### config.mk
export PLATFORM = sky130hd
export DESIGN_NAME = vlb_arbiter
export DESIGN_NICKNAME = d
export VERILOG_FILES = /design/src/rtl/vlb_regs_pkg.sv /design/src/rtl/vlb_rr_arb2.sv /design/src/rtl/vlb_arbiter.sv
export SDC_FILE = /design/constraint.sdc
export NUM_CORES = 1
export LEC_CHECK = 0
export ABC_AREA = 1
export BUFFER_PORTS_ARGS = -buffer_cell sky130_fd_sc_hd__buf_4
export CAP_MARGIN = 15
export CORE_ASPECT_RATIO = 1.2
export CORE_UTILIZATION = 48
export DETAILED_ROUTE_END_ITERATION = 7
export PLACE_DENSITY = 0.84
export SLEW_MARGIN = 20
export SYNTH_ARGS = -nofsm -noshare
export SYNTH_HDL_FRONTEND = slang
export SYNTH_SLANG_ARGS = --single-unit
### constraint.sdc
create_clock -name clk -period 2.4 [get_ports clk]
set_clock_uncertainty 0.2 [all_clocks]
set_input_delay 0.12 -clock clk [delete_from_list [all_inputs] [get_ports clk]]
set_output_delay 0.12 -clock clk [all_outputs]
set_load 0.02 [all_outputs]
### src/rtl/vlb_regs_pkg.sv
// rtl/vlb_regs_pkg.sv - shared types and constants for the VLB slave port and its arbiter
//
// Purpose: arbiter FSM state encoding, latched-command layout, requester ids,
//          register addresses and the round-robin pick rule.
// Ports:   none (package).
package vlb_regs_pkg;

  localparam int VLB_DWIDTH = 32;
  localparam int VLB_AWIDTH = 8;

  localparam logic [VLB_AWIDTH-1:0] VLB_DATA_REG_ADDR     = 8'h04;
  localparam logic [VLB_AWIDTH-1:0] VLB_VOLATILE_REG_ADDR = 8'h08;

  typedef enum logic [1:0] {
    VLB_ARB_IDLE    = 2'd0,
    VLB_ARB_ISSUE   = 2'd1,
    VLB_ARB_RD_WAIT = 2'd2
  } vlb_arb_state_e;

  typedef struct packed {
    logic                  wr_rd;
    logic [VLB_AWIDTH-1:0] addr;
    logic [VLB_DWIDTH-1:0] wdata;
  } vlb_cmd_t;

  localparam logic VLB_ARB_M0 = 1'b0;
  localparam logic VLB_ARB_M1 = 1'b1;

  // On a tie the requester that did not win last time goes next;
  // with a single request that requester wins outright.
  function automatic logic vlb_rr_pick(input logic [1:0] req, input logic last_gnt);
    logic w_pick;
    if (req == 2'b11) begin
      w_pick = ~last_gnt;
    end else begin
      w_pick = req[1] ? VLB_ARB_M1 : VLB_ARB_M0;
    end
    return w_pick;
  endfunction

endpackage

### src/rtl/vlb_rr_arb2.sv
// rtl/vlb_rr_arb2.sv - combinational two-way round-robin pick
//
// Purpose: decide which of two requesters wins this IDLE cycle.
// Ports:
//   req[1:0]  in   pending requests, bit n = requester n
//   last_gnt  in   requester granted most recently
//   valid     out  at least one request pending
//   winner    out  chosen requester (meaningful only when valid)
module vlb_rr_arb2
  import vlb_regs_pkg::*;
(
  input  logic [1:0] req,
  input  logic       last_gnt,
  output logic       valid,
  output logic       winner
);

  always_comb begin
    valid  = |req;
    winner = vlb_rr_pick(req, last_gnt);
  end

endmodule

### src/rtl/vlb_arbiter.sv
// rtl/vlb_arbiter.sv - two-requester round-robin arbiter and sequencer for the VLB slave port
//
// Purpose: serialise single read/write commands from two requesters onto the
//          VLB slave strobe interface and route read data back to the owner.
// Ports:
//   clk, rst_n                      clock, async active-low reset
//   mN_req/wr_rd/addr/wdata         requester N command (held until mN_gnt)
//   mN_gnt                          one-cycle pulse, command issued this cycle
//   mN_rvalid/mN_rdata              read result pulse and held read data
//   vlb_wr_rd_valid/wr_rd/addr/
//   vlb_data_in                     slave command strobe and fields
//   vlb_data_out                    slave read data, valid the cycle after strobe
module vlb_arbiter
  import vlb_regs_pkg::*;
#(
  parameter int DWIDTH = 32,
  parameter int AWIDTH = 8
) (
  input  logic              clk,
  input  logic              rst_n,
  input  logic              m0_req,
  input  logic              m0_wr_rd,
  input  logic [AWIDTH-1:0] m0_addr,
  input  logic [DWIDTH-1:0] m0_wdata,
  output logic              m0_gnt,
  output logic              m0_rvalid,
  output logic [DWIDTH-1:0] m0_rdata,
  input  logic              m1_req,
  input  logic              m1_wr_rd,
  input  logic [AWIDTH-1:0] m1_addr,
  input  logic [DWIDTH-1:0] m1_wdata,
  output logic              m1_gnt,
  output logic              m1_rvalid,
  output logic [DWIDTH-1:0] m1_rdata,
  output logic              vlb_wr_rd_valid,
  output logic              vlb_wr_rd,
  output logic [AWIDTH-1:0] vlb_addr,
  output logic [DWIDTH-1:0] vlb_data_in,
  input  logic [DWIDTH-1:0] vlb_data_out
);

  vlb_arb_state_e    r_state;
  logic              r_last_gnt;
  logic              r_owner;
  logic              r_cmd_wr_rd;
  logic              r_m0_gnt;
  logic              r_m1_gnt;
  logic              r_m0_rvalid;
  logic              r_m1_rvalid;
  logic [DWIDTH-1:0] r_m0_rdata;
  logic [DWIDTH-1:0] r_m1_rdata;
  logic              r_strobe;
  logic              r_vlb_wr_rd;
  logic [AWIDTH-1:0] r_vlb_addr;
  logic [DWIDTH-1:0] r_vlb_data_in;

  logic              w_valid;
  logic              w_winner;
  logic              w_sel_wr_rd;
  logic [AWIDTH-1:0] w_sel_addr;
  logic [DWIDTH-1:0] w_sel_wdata;

  vlb_rr_arb2 u_rr (
    .req      ({m1_req, m0_req}),
    .last_gnt (r_last_gnt),
    .valid    (w_valid),
    .winner   (w_winner)
  );

  always_comb begin
    w_sel_wr_rd = (w_winner == VLB_ARB_M1) ? m1_wr_rd : m0_wr_rd;
    w_sel_addr  = (w_winner == VLB_ARB_M1) ? m1_addr  : m0_addr;
    w_sel_wdata = (w_winner == VLB_ARB_M1) ? m1_wdata : m0_wdata;
  end

  // Pulse outputs and the slave command fields default to 0 every cycle, so
  // vlb_addr/vlb_data_in are only non-zero while the strobe is high.
  always_ff @(posedge clk or negedge rst_n) begin
    if (!rst_n) begin
      r_state       <= VLB_ARB_IDLE;
      r_last_gnt    <= VLB_ARB_M1;
      r_owner       <= VLB_ARB_M0;
      r_cmd_wr_rd   <= 1'b0;
      r_m0_gnt      <= 1'b0;
      r_m1_gnt      <= 1'b0;
      r_m0_rvalid   <= 1'b0;
      r_m1_rvalid   <= 1'b0;
      r_m0_rdata    <= '0;
      r_m1_rdata    <= '0;
      r_strobe      <= 1'b0;
      r_vlb_wr_rd   <= 1'b0;
      r_vlb_addr    <= '0;
      r_vlb_data_in <= '0;
    end else begin
      r_m0_gnt      <= 1'b0;
      r_m1_gnt      <= 1'b0;
      r_m0_rvalid   <= 1'b0;
      r_m1_rvalid   <= 1'b0;
      r_strobe      <= 1'b0;
      r_vlb_wr_rd   <= 1'b0;
      r_vlb_addr    <= '0;
      r_vlb_data_in <= '0;
      case (r_state)
        VLB_ARB_IDLE: begin
          if (w_valid) begin
            // Outputs for the ISSUE cycle are loaded here so they appear
            // together with the state change.
            r_owner       <= w_winner;
            r_last_gnt    <= w_winner;
            r_cmd_wr_rd   <= w_sel_wr_rd;
            r_strobe      <= 1'b1;
            r_vlb_wr_rd   <= w_sel_wr_rd;
            r_vlb_addr    <= w_sel_addr;
            r_vlb_data_in <= w_sel_wdata;
            r_m0_gnt      <= (w_winner == VLB_ARB_M0);
            r_m1_gnt      <= (w_winner == VLB_ARB_M1);
            r_state       <= VLB_ARB_ISSUE;
          end
        end
        VLB_ARB_ISSUE: begin
          r_state <= r_cmd_wr_rd ? VLB_ARB_IDLE : VLB_ARB_RD_WAIT;
        end
        VLB_ARB_RD_WAIT: begin
          if (r_owner == VLB_ARB_M1) begin
            r_m1_rdata  <= vlb_data_out;
            r_m1_rvalid <= 1'b1;
          end else begin
            r_m0_rdata  <= vlb_data_out;
            r_m0_rvalid <= 1'b1;
          end
          r_state <= VLB_ARB_IDLE;
        end
        default: begin
          r_state <= VLB_ARB_IDLE;
        end
      endcase
    end
  end

  assign m0_gnt          = r_m0_gnt;
  assign m1_gnt          = r_m1_gnt;
  assign m0_rvalid       = r_m0_rvalid;
  assign m1_rvalid       = r_m1_rvalid;
  assign m0_rdata        = r_m0_rdata;
  assign m1_rdata        = r_m1_rdata;
  assign vlb_wr_rd_valid = r_strobe;
  assign vlb_wr_rd       = r_vlb_wr_rd;
  assign vlb_addr        = r_vlb_addr;
  assign vlb_data_in     = r_vlb_data_in;

endmodule
-- After elaboration in Yosys (flattened, before gate mapping)
Index checks and enable logic that the tools add are counted.
- register bits: 115
- bits in latches: 0
- bits in writable memories: 0
- bits in read-only memories: 0
- bits of input ports: 118
- output and inout port bits: 110
- logic and storage cells: 50
- memories kept: 0
- add/subtract/negate cells: 0
- $mul: 0
- div/mod/pow operators: 0
- magnitude comparators: 0
- eq/ne operators: 4
- shift-type cells: 0
- mux-type cells: 24
- bitwise gates (word level): 3
- reduce and logical (&&, ||, !) cells: 5
- operator list (kind ; number):
    32-bit two-way mux ; 3
    8-bit two-way mux ; 3
    1-bit two-way mux ; 15
    2-bit AND reduction ; 3
    2-bit == test, second input constant ; 2
    2-bit two-way mux ; 2
    2-bit one-hot mux with 2 select lines ; 1
    1-bit NOT ; 3
    2-bit by 1-bit == test with 1-bit output, second input constant ; 1
    2-bit logical NOT ; 1
    2-bit by 1-bit inequality test with 1-bit output, second input constant ; 1
    2-bit OR reduction ; 1

-- Logic depth before layout (Yosys ltp)
Gate-level depths: netlist (run 1).
- depth after elaboration: 5
- gate-level depth with buffers: 6
- mapped depth without buffers: 6

-- Cells and area by module
From an unflattened synthesis (run 1), not the netlist that was laid out.
- cell total of the unflattened synthesis: 497
- area, all modules: 4551.9 um2
- by module, submodules not included (module ; instances ; cells each ; area each (um2) ; seq. area each (um2)):
    vlb_arbiter ; 1 ; 494 ; 4536.9 ; 2879.0
    vlb_rr_arb2 ; 1 ; 3 ; 15.0 ; 0.0

-- Least setup slack after synthesis (run 1)
No wires, ideal clock.
- kind: register -> register
- start: register r_last_gnt
- end: register r_vlb_addr[4] (netlist: vlb_addr[4])
- setup time: 0.117 ns
- data arrival time: 1.019 ns
- required time: 2.083 ns
- slack: 1.064 ns
- cell stages (with the launch flop): 7
- path buffers: 1
- clock period less this slack: 1.336 ns
- cell sequence: dfstp_2 nand2_1 nand2_2 nor2_8 buf_4 nand2_1 nand2_1
- longest elaborated chain between the ends: 5
- RTL lines (element ; line ; RTL):
    start: declaration ; vlb_arbiter.sv:43 ; logic r_last_gnt;
    start signal: assignment ; vlb_arbiter.sv:109 ; r_last_gnt <= w_winner;
    1-bit NOT ; vlb_regs_pkg.sv:34 ; w_pick = ~last_gnt;
    1-bit two-way mux ; vlb_regs_pkg.sv:33 ; if (req == 2'b11) begin
    8-bit two-way mux ; vlb_arbiter.sv:72 ; w_sel_addr = (w_winner == VLB_ARB_M1) ? m1_addr : m0_addr;
    8-bit two-way mux ; vlb_arbiter.sv:105 ; if (w_valid) begin
    8-bit two-way mux ; vlb_arbiter.sv:103 ; case (r_state)
    end signal: assignment ; vlb_arbiter.sv:113 ; r_vlb_addr <= w_sel_addr;
    end: declaration ; vlb_arbiter.sv:54 ; logic [AWIDTH-1:0] r_vlb_addr;
No other way between the ends.
A chain may end at the register's enable or synchronous reset.

-- Worst setup path in the final report (run 1)
- start: register r_state[1]
- end: register r_vlb_data_in[24] (netlist: vlb_data_in[24])
- longest elaborated chain between the ends: 2
- RTL lines (element ; line ; RTL):
    start: declaration ; vlb_arbiter.sv:42 ; vlb_arb_state_e r_state;
    start signal: assignment ; vlb_arbiter.sv:121 ; r_state <= r_cmd_wr_rd ? VLB_ARB_IDLE : VLB_ARB_RD_WAIT;
    2-bit logical NOT ; vlb_arbiter.sv:103 ;
    32-bit two-way mux ; vlb_arbiter.sv:103 ;
    end signal: assignment ; vlb_arbiter.sv:114 ; r_vlb_data_in <= w_sel_wdata;
    end: declaration ; vlb_arbiter.sv:55 ; logic [DWIDTH-1:0] r_vlb_data_in;
No other way between the ends.

==> results.yml, run 1 <==
status:
  status: "finished with violations"
  violations: "negative setup slack"
grt:
  grtUsageMet1_pct: 37.7
  antenna_found_initial: 1
  grt_pass1_vias: 5174
  grtUsageMet2_pct: 66.9
  gr-max-usage-layer: "met2"
  grt_start_max_net_pins: 51
  grt_usage_pct: 37.7
  grt_pass1_wl_mm: 25.9
  use_met3_pct: 10.7
  overflow: 0
logic_synthesis:
  synth_largest_area_cell: "dfrtp_1"
  ys_seq_elements: 115
  ys.flop_type: "dfrtp_1"
  yosys_warnings: 0
  synth_cell_type_count: 17
  yosysMostFrequentCell: "nand2_1"
  synthTopCellsByCount: "152 x nand2_1, 114 x dfrtp_1, 43 x nand3_1"
  synth_cells: 450
  syn_area_per_cell_um2: 9.75
  synth-edff-count: 0
  yosysSeqAreaShare_pct: 65.6
  ys_top_cells_by_area: "dfrtp_1 65%, nand2_1 13%, nand3_1 4.9%, o21ai_1 4.3%, inv_1 3.3%"
  synth_top_area_share_pct: 65.0
  async_flop_share_pct: 100
  synth_area_um2: 4390
  syn_nets: 568
cts:
  cts_tree: "done"
  numCtsBuffers: 17
  cts_sinks: 115
  clk_path_buf_depth: 2
  cts-root-buf: "clkbuf_8"
  clk_latency_ps: 510
  htreeDepth: 4
  clk_pin_slew_ps: 60
  postCtsSetupRepairBufs: 0
critical_path:
  r2r-end: "vlb_data_in[24]"
  reg2reg_depth: 6
  cp-end-kind: "register"
  rr_startpoint: "r_state[1]"
  rrSetupSlack_ps: -7
  critPathLaunchType: "register"
  crit_required_ps: 2650
  worstSetupEndpoint: "vlb_data_in[24]"
  crit_path_start: "r_state[1]"
  cp_max_fo: 21
  criticalPathCategory: "register to register"
  worst_ep_arrival_time_ps: 2650
die:
  fp.coreArea_um2: 8700
  io_pins: 228
  die_width_um: 89.3
  rows: 37
  die-area_um2: 9520
  start_util_pct: 50.4
  die_h_um: 107
power:
  p_leak_nw: 4.40
  vdd_ir_drop_max_mv: 0.761
  p_per_area_nw_per_um2: 1320
place:
  dp_cells: 773
  place_congestion: 0.787
  place.detailed.hpwl_mm: 8.01
  io_buffers: 227
  placed_area_um2: 6150
job:
  maxCapViolCount: 0
worst_hold_path:
  hp-class: "input port to register"
timing:
  relSlewSlack_pct: 58.8
  rsz0062_at_grt: "true"
  worst_pin_slew_ps: 616
  drv_slew: 0
  whs_ps: 191
  period_needed_ps: 2410
  finalHoldViolCount: 0
  finalCritPeriodShare_pct: 100
  tns_ps: -6.81
  fin_ws_ps: -6.81
  setup-violations-final: 1
  fmax_mhz: 415
route:
  drc_errors: 0
  wl_per_cell_um: 19.9
  final_antenna_net_count: 0
  first_pass_iters: 5
  via_per_inst: 5.38
  vias: 4993
  drt_iter0_drc: 402
  drt_wl_total_mm: 18.5
final_layout:
  fin_util_pct: 92.4
  final_cell_area_um2: 8040
  areaGrowthSynthToFinish_pct: 83.4
  finalNonFillerCells: 928
  finalNetCount: 915
  fillers: 309
  multi_input_area_um2: 1240
  drive_gt1_share_pct: 34.0
  register_area_um2: 2880
metrics by stage:
stage	setup WS [ps]	total power, W
after floorplan	1060	0.00530
after global placement	627	0.00695
after detailed placement	572	0.00708
after CTS	30.2	0.0102
after global routing	-53.2	0.0111
final	-6.81	0.0106
area by class of cell:
cell class              count  area share, %
repair buffers            352           37.2
clock inverters             8           1.82
multi-input cells         271           15.4
clock buffers              24           6.10
diodes                      1         0.0311
inverters                  40           1.87
flip-flops and latches    115           35.8
well taps                 117           1.82
routing by layer:
metal  routed length (um)  up-vias
met5                    0        -
met4                 1000        0
met3                 1730       84
met2                 9660      380
met1                 6060     2409
li1                     -     2120
flip-flops by register name (all words and copies together), names as in the netlist, 2 cells and up:
register / cells
m1_rdata: 32
vlb_data_in: 32
m0_rdata: 32
vlb_addr: 8
r_state: 2
worst max-delay path: stages (launching register included):
cell,delay [ps]
dfrtp_1,430
nor2_2,160
inv_2,150
nor2_4,510
nand3_1,200
nand2_1,130
dlygate4sd3_1,550
cells in the final DEF (no fill, tap or decap):
master           n
clkinvlp_4       1
nand3_1         41
nand3_2          2
clkbuf_16       16
o21ai_0         28
nor2_8           2
dfrtp_1        114
buf_12           4
nor2_2           2
inv_2            1
nor2_1           2
nor3_1           1
nand2_8          1
inv_1           39
clkbuf_8         6
bufinv_16        4
buf_4          229
diode_2          1
clkinv_2         2
nand2_1        151
clkinv_4         1
clkbuf_1         2
dlygate4sd3_1  119
dfstp_2          1
nand2_2          1
o21ai_1         38
nor2_4           2
where the power goes:
group / internal, W / leakage (nW) / switching, W
Clock: 0.00182 / 0.311 / 0.000877
Sequential: 0.00280 / 1.45 / 0.000527
Combinational: 0.00193 / 2.64 / 0.00266
what timing repair did:
| action | CTS | global route |
|---|---|---|
| setup endpoints to repair | 0 | 40 |
| endpoints found under the hold margin | 225 | 0 |
| gates resized for setup | 0 | 3 |
| hold buffers | 120 | 0 |
worst min-delay path by stage:
stage | startpoint | cells past startpoint | to
detailed placement | rst_n | 1 | m1_rdata[13]
floorplan | rst_n | 0 | m0_gnt
CTS | m0_wdata[15] | 4 | vlb_data_in[15]
global route | m0_wdata[30] | 4 | vlb_data_in[30]
finish | m0_wdata[30] | 4 | vlb_data_in[30]
global placement | rst_n | 1 | m1_rdata[13]
kinds of logic after synthesis:
kind of cell	synth area share, %
compound gates	7.53
buf+inv	7.28
flops	65.6
simple gates	19.5
Power figures use the tool's default switching activity.
==> inputs of run 2 (changes only) <==
--- a/config.mk
+++ b/config.mk
@@ -9,10 +9,11 @@
 export BUFFER_PORTS_ARGS = -buffer_cell sky130_fd_sc_hd__buf_4
 export CAP_MARGIN = 15
 export CORE_ASPECT_RATIO = 1.2
-export CORE_UTILIZATION = 48
+export CORE_UTILIZATION = 49
 export DETAILED_ROUTE_END_ITERATION = 7
-export PLACE_DENSITY = 0.84
+export PLACE_DENSITY = 0.85
 export SLEW_MARGIN = 20
 export SYNTH_ARGS = -nofsm -noshare
 export SYNTH_HDL_FRONTEND = slang
+export SYNTH_HIERARCHICAL = 1
 export SYNTH_SLANG_ARGS = --single-unit
==> run 2 against run 1 <==
Against the previous run: the flow now finishes without violations; die area rose by 1.6%; via count grew 6.5%; count of clock-buffer cells in the layout is 3 lower; area after synthesis up 3.8%; synthesized cell count grew 10%; utilization is 2.2 points lower; final cell count rose by 4.8%; critical path depth increased by 1.
==> results.yml, run 2 <==
critical_path:
  crit_required_ps: 2600
  crit_path_cell_trace: "a21oi_4 -> nand2_1 -> dlygate4sd3_1 -> nand2_1 -> nand2_2 -> inv_2 -> dlygate4sd3_1"
  slowest_stage: "dfstp_2"
  rrSetupSlack_ps: 70
  worst_ep_arrival_time_ps: 2520
  reg2reg_depth: 7
  critPathLaunchType: "register"
  cp-end-kind: "register"
  cp_max_fo: 5
  crit_path_start: "r_last_gnt"
  criticalPathCategory: "register to register"
  rr_startpoint: "r_last_gnt"
  r2r-end: "vlb_wr_rd"
  slowest_delay_ps: 560
grt:
  grt_pass1_vias: 5515
  overflow: 0
  grt_pass1_wl_mm: 28.5
  grt_usage_pct: 39.2
  antenna_found_initial: 1
  grt_start_max_net_pins: 82
power:
  p_per_area_nw_per_um2: 1270
  cell_internal_pwr_w: 0.00620
  combPwrFrac_pct: 45.3
  p_leak_nw: 4.48
  pwr-share-clk_pct: 23.1
  swShare_pct: 40.2
  p_switching_w: 0.00417
  vdd_ir_drop_max_mv: 1.03
  finalPower_w: 0.0104
  seq_power_share_pct: 31.6
logic_synthesis:
  async_flop_share_pct: 100
  ys_seq_elements: 115
  ys_top_cells_by_area: "dfrtp_1 63%, nand2_1 18%, nand3_1 8.9%, nand4_1 4.4%, buf_2 2.7%"
  synth_largest_area_cell: "dfrtp_1"
  synth-edff-count: 0
  synth_top_area_share_pct: 62.7
  syn_area_per_cell_um2: 9.16
  synth_cells: 497
  syn_nets: 615
  synth_cell_type_count: 17
  synth_area_um2: 4550
  ys.flop_type: "dfrtp_1"
  synthTopCellsByCount: "213 x nand2_1, 114 x dfrtp_1, 81 x nand3_1"
  yosysMostFrequentCell: "nand2_1"
  yosys_warnings: 6
  yosysSeqAreaShare_pct: 63.2
worst_hold_path:
  hold_depth: 4
  hp-start: "vlb_data_out[6]"
  hp-class: "input port to register"
  hold_path_end: "m1_rdata[6]"
place:
  place.detailed.hpwl_mm: 8.71
  io_buffers: 227
  place_congestion: 0.869
  placed_area_um2: 6340
  dp_slack_ps: 656
route:
  first_pass_iters: 7
  drt_wl_total_mm: 18.8
  drc_errors: 0
  drt_iter0_drc: 430
  final_antenna_net_count: 0
  vias: 5320
  wl_per_cell_um: 19.3
  via_per_inst: 5.47
final_layout:
  areaGrowthSynthToFinish_pct: 79.0
  drive_gt1_share_pct: 32.4
  final_cell_mix: "234 x buf_4, 212 x nand2_1, 121 x dlygate4sd3_1, 114 x dfrtp_1, 81 x nand3_1"
  register_area_um2: 2880
  multi_input_area_um2: 1480
  final_cell_area_um2: 8150
  finalNetCount: 958
  mostFrequentLayoutCell: "buf_4"
  fillers: 380
timing:
  period_needed_ps: 2330
  whs_ps: 153
  fin_ws_ps: 73.2
  setup-violations-final: 0
  finalHoldViolCount: 0
  tns_ps: 0
  drv_slew: 0
  finalCritPeriodShare_pct: 97.0
  worst_pin_slew_ps: 557
  fmax_mhz: 430
  relSlewSlack_pct: 62.8
job:
  maxCapViolCount: 0
cts:
  cts_sinks: 115
  clk_pin_slew_ps: 60
  htreeDepth: 4
  numCtsBuffers: 17
  cts-root-buf: "clkbuf_8"
  clk_latency_ps: 510
  clk_path_buf_depth: 2
  cts_tree: "done"
status:
  status: "finished, final reports clean"
die:
  io_pins: 228
  die_width_um: 90.0
  die_h_um: 108
  rows: 38
  fp.coreArea_um2: 9030
  start_util_pct: 50.4
  die-area_um2: 9680
## run 2: area by class of cell
cell class              count  share of cell area, %
repair buffers            359                   37.3
flip-flops and latches    115                   35.3
multi-input cells         336                   18.1
clock buffers              21                   5.51
well taps                 120                   1.84
clock inverters            10                   1.34
inverters                  11                  0.507
diodes                      1                 0.0307
## run 2: kinds of logic after synthesis
family / count (synthesis) / share of synthesized area (%)
simple gates: 335 / 32.0
flops: 115 / 63.2
buf+inv: 46 / 4.65
compound gates: 1 / 0.110
## run 2: metrics by stage
| stage | utilization [%] | cells |
|---|---|---|
| after floorplan | - | 497 |
| after global placement | 70.2 | 819 |
| after detailed placement | 70.2 | 819 |
| after CTS | 90.1 | 973 |
| after global routing | 90.2 | 973 |
| final | 90.2 | 973 |
## run 2: repair_timing
| action | 4_1_cts | 5_1_grt |
|---|---|---|
| buffers inserted | 0 | 0 |
| gates resized for setup | 0 | 5 |
| endpoints found under the hold margin | 226 | 0 |
| endpoints found under the setup margin | 0 | 41 |
| hold buffers | 123 | 0 |
## run 2: how the worst max path moves through the flow
stage / to / slack [ps] / cells after the start
2_1_floorplan: vlb_addr[0] / 1030 / 6
3_3_place_gp: vlb_data_in[14] / 670 / 6
3_5_place_dp: vlb_data_in[14] / 660 / 6
4_1_cts: vlb_wr_rd / 10 / 8
5_1_grt: vlb_data_in[30] / -40 / 6
6_report: vlb_wr_rd / 70 / 7
## run 2: power by group through the flow
stage	combinational, W	clock (W)	sequential [W]
final	0.00470	0.00240	0.00328
after global routing	0.00499	0.00248	0.00335
after CTS	0.00447	0.00237	0.00322
after detailed placement	0.00405	0	0.00323
after global placement	0.00395	0	0.00321
after floorplan	0.00130	0	0.00413
## run 2: worst max-delay path, delay by kind of cell (launching register included)
| family | cells | cell delay [ps] |
|---|---|---|
| AO/OA/AOI/OAI | 1 | 80 |
| buffers and inverters | 3 | 1140 |
| flip-flops | 1 | 560 |
| AND/OR/NAND/NOR | 3 | 230 |
## run 2: routing by layer
| metal | share of wire (%) | track usage, % | up-vias |
|---|---|---|---|
| met5 | 0 | 0 | - |
| met4 | 6.0 | 24.8 | 0 |
| met3 | 9.0 | 11.1 | 93 |
| met2 | 51 | 68.4 | 404 |
| met1 | 33 | 42.0 | 2521 |
| li1 | - | - | 2302 |
